File: config.mk
export PLATFORM = sky130hd
export DESIGN_NAME = branch_predictor
export DESIGN_NICKNAME = d
export VERILOG_FILES = /design/src/rtl/branch_predictor.sv
export SDC_FILE = /design/constraint.sdc
export NUM_CORES = 2
export LEC_CHECK = 0
export BUFFER_PORTS_ARGS = -buffer_cell sky130_fd_sc_hd__buf_2
export CORE_AREA = 2 2 411 616
export CTS_CLUSTER_SIZE = 10
export DETAILED_ROUTE_END_ITERATION = 10
export DIE_AREA = 0 0 413 618
export HOLD_SLACK_MARGIN = 0.15
export RECOVER_POWER = 50
export SETUP_SLACK_MARGIN = 0.05
export SLEW_MARGIN = 40
export SYNTH_ARGS = -nofsm -noshare
export SYNTH_HDL_FRONTEND = slang
export SYNTH_SLANG_ARGS = --single-unit
File: constraint.sdc
create_clock -name clk -period 127.6 [get_ports clk]
set_clock_uncertainty 0.2 [all_clocks]
set_input_delay 6.38 -clock clk [delete_from_list [all_inputs] [get_ports clk]]
set_output_delay 6.38 -clock clk [all_outputs]
set_load 0.02 [all_outputs]
File: src/rtl/branch_predictor.sv
// Direct-mapped branch history table with branch target buffer.
// Fetch side: zero-latency lookup of pred_pc from registered state.
// Resolve side: trains 2-bit saturating counters and targets, and keeps
// saturating branch / mispredict statistics.
module branch_predictor #(
  parameter int IDX_BITS = 5
) (
  input  logic        clk,
  input  logic        rst,
  input  logic [31:0] pred_pc,
  output logic        pred_hit,
  output logic        pred_taken,
  output logic [31:0] pred_target,
  input  logic        upd_valid,
  input  logic [31:0] upd_pc,
  input  logic        upd_taken,
  input  logic [31:0] upd_target,
  input  logic        upd_pred_taken,
  input  logic [31:0] upd_pred_target,
  input  logic        clear,
  output logic [31:0] stat_branches,
  output logic [31:0] stat_mispredicts
);

  localparam int N     = 1 << IDX_BITS;
  localparam int TAG_W = 30 - IDX_BITS;

  logic [N-1:0]      valid_q, valid_d;
  logic [TAG_W-1:0]  tag_q    [N];
  logic [TAG_W-1:0]  tag_d    [N];
  logic [31:0]       target_q [N];
  logic [31:0]       target_d [N];
  logic [1:0]        ctr_q    [N];
  logic [1:0]        ctr_d    [N];
  logic [31:0]       stat_branches_q, stat_branches_d;
  logic [31:0]       stat_mispredicts_q, stat_mispredicts_d;

  logic [IDX_BITS-1:0] p_idx, u_idx;
  logic [TAG_W-1:0]    p_tag, u_tag;
  logic                u_hit;
  logic                mispredict;

  assign p_idx = pred_pc[IDX_BITS+1:2];
  assign p_tag = pred_pc[31:IDX_BITS+2];
  assign u_idx = upd_pc[IDX_BITS+1:2];
  assign u_tag = upd_pc[31:IDX_BITS+2];

  // Lookup from registered state only, so a same-cycle update is not bypassed.
  always_comb begin
    pred_hit    = valid_q[p_idx] && (tag_q[p_idx] == p_tag);
    pred_taken  = pred_hit && ctr_q[p_idx][1];
    pred_target = pred_taken ? target_q[p_idx] : pred_pc + 32'd4;
  end

  // Table training: clear wins over a same-cycle update; not-taken misses never allocate.
  always_comb begin
    valid_d  = valid_q;
    tag_d    = tag_q;
    target_d = target_q;
    ctr_d    = ctr_q;
    u_hit    = valid_q[u_idx] && (tag_q[u_idx] == u_tag);
    if (clear) begin
      valid_d = '0;
      for (int i = 0; i < N; i++) ctr_d[i] = 2'b01;
    end else if (upd_valid) begin
      if (u_hit) begin
        if (upd_taken) begin
          if (ctr_q[u_idx] != 2'b11) ctr_d[u_idx] = ctr_q[u_idx] + 2'b01;
          target_d[u_idx] = upd_target;
        end else if (ctr_q[u_idx] != 2'b00) begin
          ctr_d[u_idx] = ctr_q[u_idx] - 2'b01;
        end
      end else if (upd_taken) begin
        valid_d[u_idx]  = 1'b1;
        tag_d[u_idx]    = u_tag;
        target_d[u_idx] = upd_target;
        ctr_d[u_idx]    = 2'b10;
      end
    end
  end

  // Saturating statistics; a target miss only counts when both sides said taken.
  always_comb begin
    mispredict = (upd_pred_taken != upd_taken) ||
                 (upd_taken && upd_pred_taken && (upd_pred_target != upd_target));
    stat_branches_d    = stat_branches_q;
    stat_mispredicts_d = stat_mispredicts_q;
    if (upd_valid && (stat_branches_q != 32'hFFFF_FFFF))
      stat_branches_d = stat_branches_q + 32'd1;
    if (upd_valid && mispredict && (stat_mispredicts_q != 32'hFFFF_FFFF))
      stat_mispredicts_d = stat_mispredicts_q + 32'd1;
  end

  // State registers with asynchronous reset to weak-not-taken, invalid entries.
  always_ff @(posedge clk or posedge rst) begin
    if (rst) begin
      valid_q            <= '0;
      stat_branches_q    <= '0;
      stat_mispredicts_q <= '0;
      for (int i = 0; i < N; i++) begin
        tag_q[i]    <= '0;
        target_q[i] <= '0;
        ctr_q[i]    <= 2'b01;
      end
    end else begin
      valid_q            <= valid_d;
      tag_q              <= tag_d;
      target_q           <= target_d;
      ctr_q              <= ctr_d;
      stat_branches_q    <= stat_branches_d;
      stat_mispredicts_q <= stat_mispredicts_d;
    end
  end

  assign stat_branches    = stat_branches_q;
  assign stat_mispredicts = stat_mispredicts_q;

endmodule
==> results.tsv <==
metric	value	unit
finalWirelength	335.4	mm
synth_cell_types	86	
clock_sinks	1984	
slew_headroom	-267.6	%
finalSetupTns	0	ns
fp.dieH	618	um
period_minus_slack	19.89	ns
avgRoutedWirePerCell	32.31	um
yosysSeqAreaShare	49.93	%
ios	232	
fin_nets	7160	
endpoint_kind	async pin	
hold_path_class	reg2reg	
drive_above_1_share	39.06	%
grt_pass1_vias	66810	
internal_power	1086	uW
synth_edf_count	0	
core.rowCount	225	
die_w	413	um
p_sw	382.4	uW
synthTopCellsByArea	dfrtp_1, mux2_2, mux4_2	
report.final.slew_viol_count	2181	
synth_top_area_share	49.08	%
synth-warning-count	0	
postCtsSetupBuffers	0	
grt_max_degree	112	
worst_pin_slew	5.514	ns
postCtsHoldBufs	0	
core-area	250000	um2
vias_per_cell	6.207	
clockPowerShare	39.3	%
grt_setup_unrepaired	no	
synth_common_cells	dfrtp_1, mux2_2, mux2i_1	
maxCapViolations	40	
drtIter0Drc	6376	
dp.cells	10080	
timing.final.setup_violations	0	
power_frac_comb	12.2	%
drt_first_pass_iters	6	
postLayoutCoreUtil	43.92	%
grt_pass1_wl	482.2	mm
num_vias	64440	
synth_ff_type	dfrtp_1	
cts.repair.resized	0	
total_power	1469	uW
ant_nets	0	
power_density	13.38	nW/um2
postSynthCellCount	7031	
cts_buffers	228	
clk_path_buf_depth	4	
ctsHtreeMaxLevel	4	
cp_max_fo	108	
crit_type	in2async	
gp_congestion	0.8842	
yosys.area.top_type	dfrtp_1	
clockRootBuffer	clkbuf_16	
antenna_found_initial	19	
io_buffers	229	
dieArea	255200	um2
worstPathArrival	19.77	ns
seqPwrFrac	48.5	%
areaGrowthSynthToFinish	10.33	%
dpl.hpwl	198.4	mm
async_reset_ff_share	100.0	%
yosysMostFrequentCell	dfrtp_1	
crit_required	127.48	ns
status	finished with violations	
finalNonFillerCells	10380	
start_util	39.81	%
synth.net_count	7171	
clock_latency	0.87	ns
leakagePower	0.05038	uW
swShare	26.04	%
finalHoldViolations	0	
clk_pin_slew	0.06	ns
drc_errors	0	
avgSynthCellArea	14.15	um2
grt_overflow_total	0	
synth_area	99520	um2
startpoint_type	primary input	
violations	capacitance limit, slew limit	
period_share	15.59	%
track_usage	25.95	%
ir_worst_vdd	0.01031	mV
fmaxAchievable	50.26	MHz
ys_ff_latch	1984	
cts_tree	done	
==> through the flow <==
stage               setup slack (ns)  hold slack [ns]  area, um2
global placement              107.85           0.2734     103200
detailed placement            108.15           0.2764     104200
CTS                           108.15           0.2881     110200
finish                        107.71           0.2866     109800
global route                  104.88           0.3059     109800
floorplan                      65.04           0.2635      99520
==> cells by family (layout without fill, tap and decap cells) <==
kind of cell | after synthesis | in the layout | share of synthesized area (%)
mux | 2849 | 2849 | 37.02
flops | 1984 | 1984 | 49.93
buf+inv | 751 | 799 | 3.646
compound gates | 658 | 658 | 4.515
simple gates | 644 | 644 | 3.593
xor+xnor | 139 | 139 | 1.223
fa+ha+maj | 6 | 6 | 0.07543
other cells | 0 | 11 | 0
==> sequential cells by signal, summed over array words and instances, names as in the netlist <==
signal            cells
ctr_q                64
stat_branches        32
valid_q              32
tag_q               800
target_q           1024
stat_mispredicts     32
==> final timing paths <==
path	from	to	slack (ns)	depth (start not counted)
hold reg to reg	stat_branches[25]	stat_branches[25]	0.29	1
setup reg to reg	valid_q[2]	tag_q[374]	121.60	11
max in group clk	pred_pc[3]	pred_target[7]	107.95	15
min in group asynchronous	rst	stat_mispredicts[28]	6.69	2
hold / removal	stat_branches[25]	stat_branches[25]	0.29	1
setup / recovery	rst	tag_q[111]	107.71	5
==> critical path: stages <==
cell and delay (ns):
buf_2 0.11, clkinvlp_2 2.58, clkbuf_1 3.44, clkbuf_1 4.06
clkbuf_1 2.94
==> cell usage in the layout (no fill, tap or decap), drive strengths merged, types with 27 or more instances in the layout <==
cell type,count
nand4,39
nand2,202
o32a,31
o32ai,64
nor4,59
mux4,483
nor2,112
dfrtp,1952
dfstp,32
clkbuf,388
o221ai,35
inv,90
o22ai,210
xnor2,102
mux2,1762
and3,27
a22oi,47
o21ai,112
a21oi,80
buf,315
mux2i,604
nand3,94
xor2,37
==> layout make-up <==
cell class	instances	area, um2
multi-input cells	4296	46680
flip-flops and latches	1984	49690
diodes	11	27.53
fillers	22560	140200
clock buffers	280	5962
inverters	87	335.3
clock inverters	9	101.3
well taps	3291	4118
repair buffers	423	2888
==> power by group through the flow <==
stage	clock, uW	combinational, uW	sequential, uW
final	578	179	712
after global routing	613	191	717
after CTS	589	181	710
after detailed placement	0	181	721
after global placement	0	175	717
after floorplan	0	126	718
==> per-layer routing <==
| layer | track usage [%] | wire, um | vias to the layer above |
|---|---|---|---|
| li1 | - | - | 26310 |
| met2 | 42.86 | 163100 | 2606 |
| met3 | 4.338 | 22600 | 813 |
| met5 | 0 | 69 | - |
| met4 | 11.69 | 17700 | 10 |
| met1 | 33.38 | 131900 | 34700 |
Power figures use the tool's default switching activity.
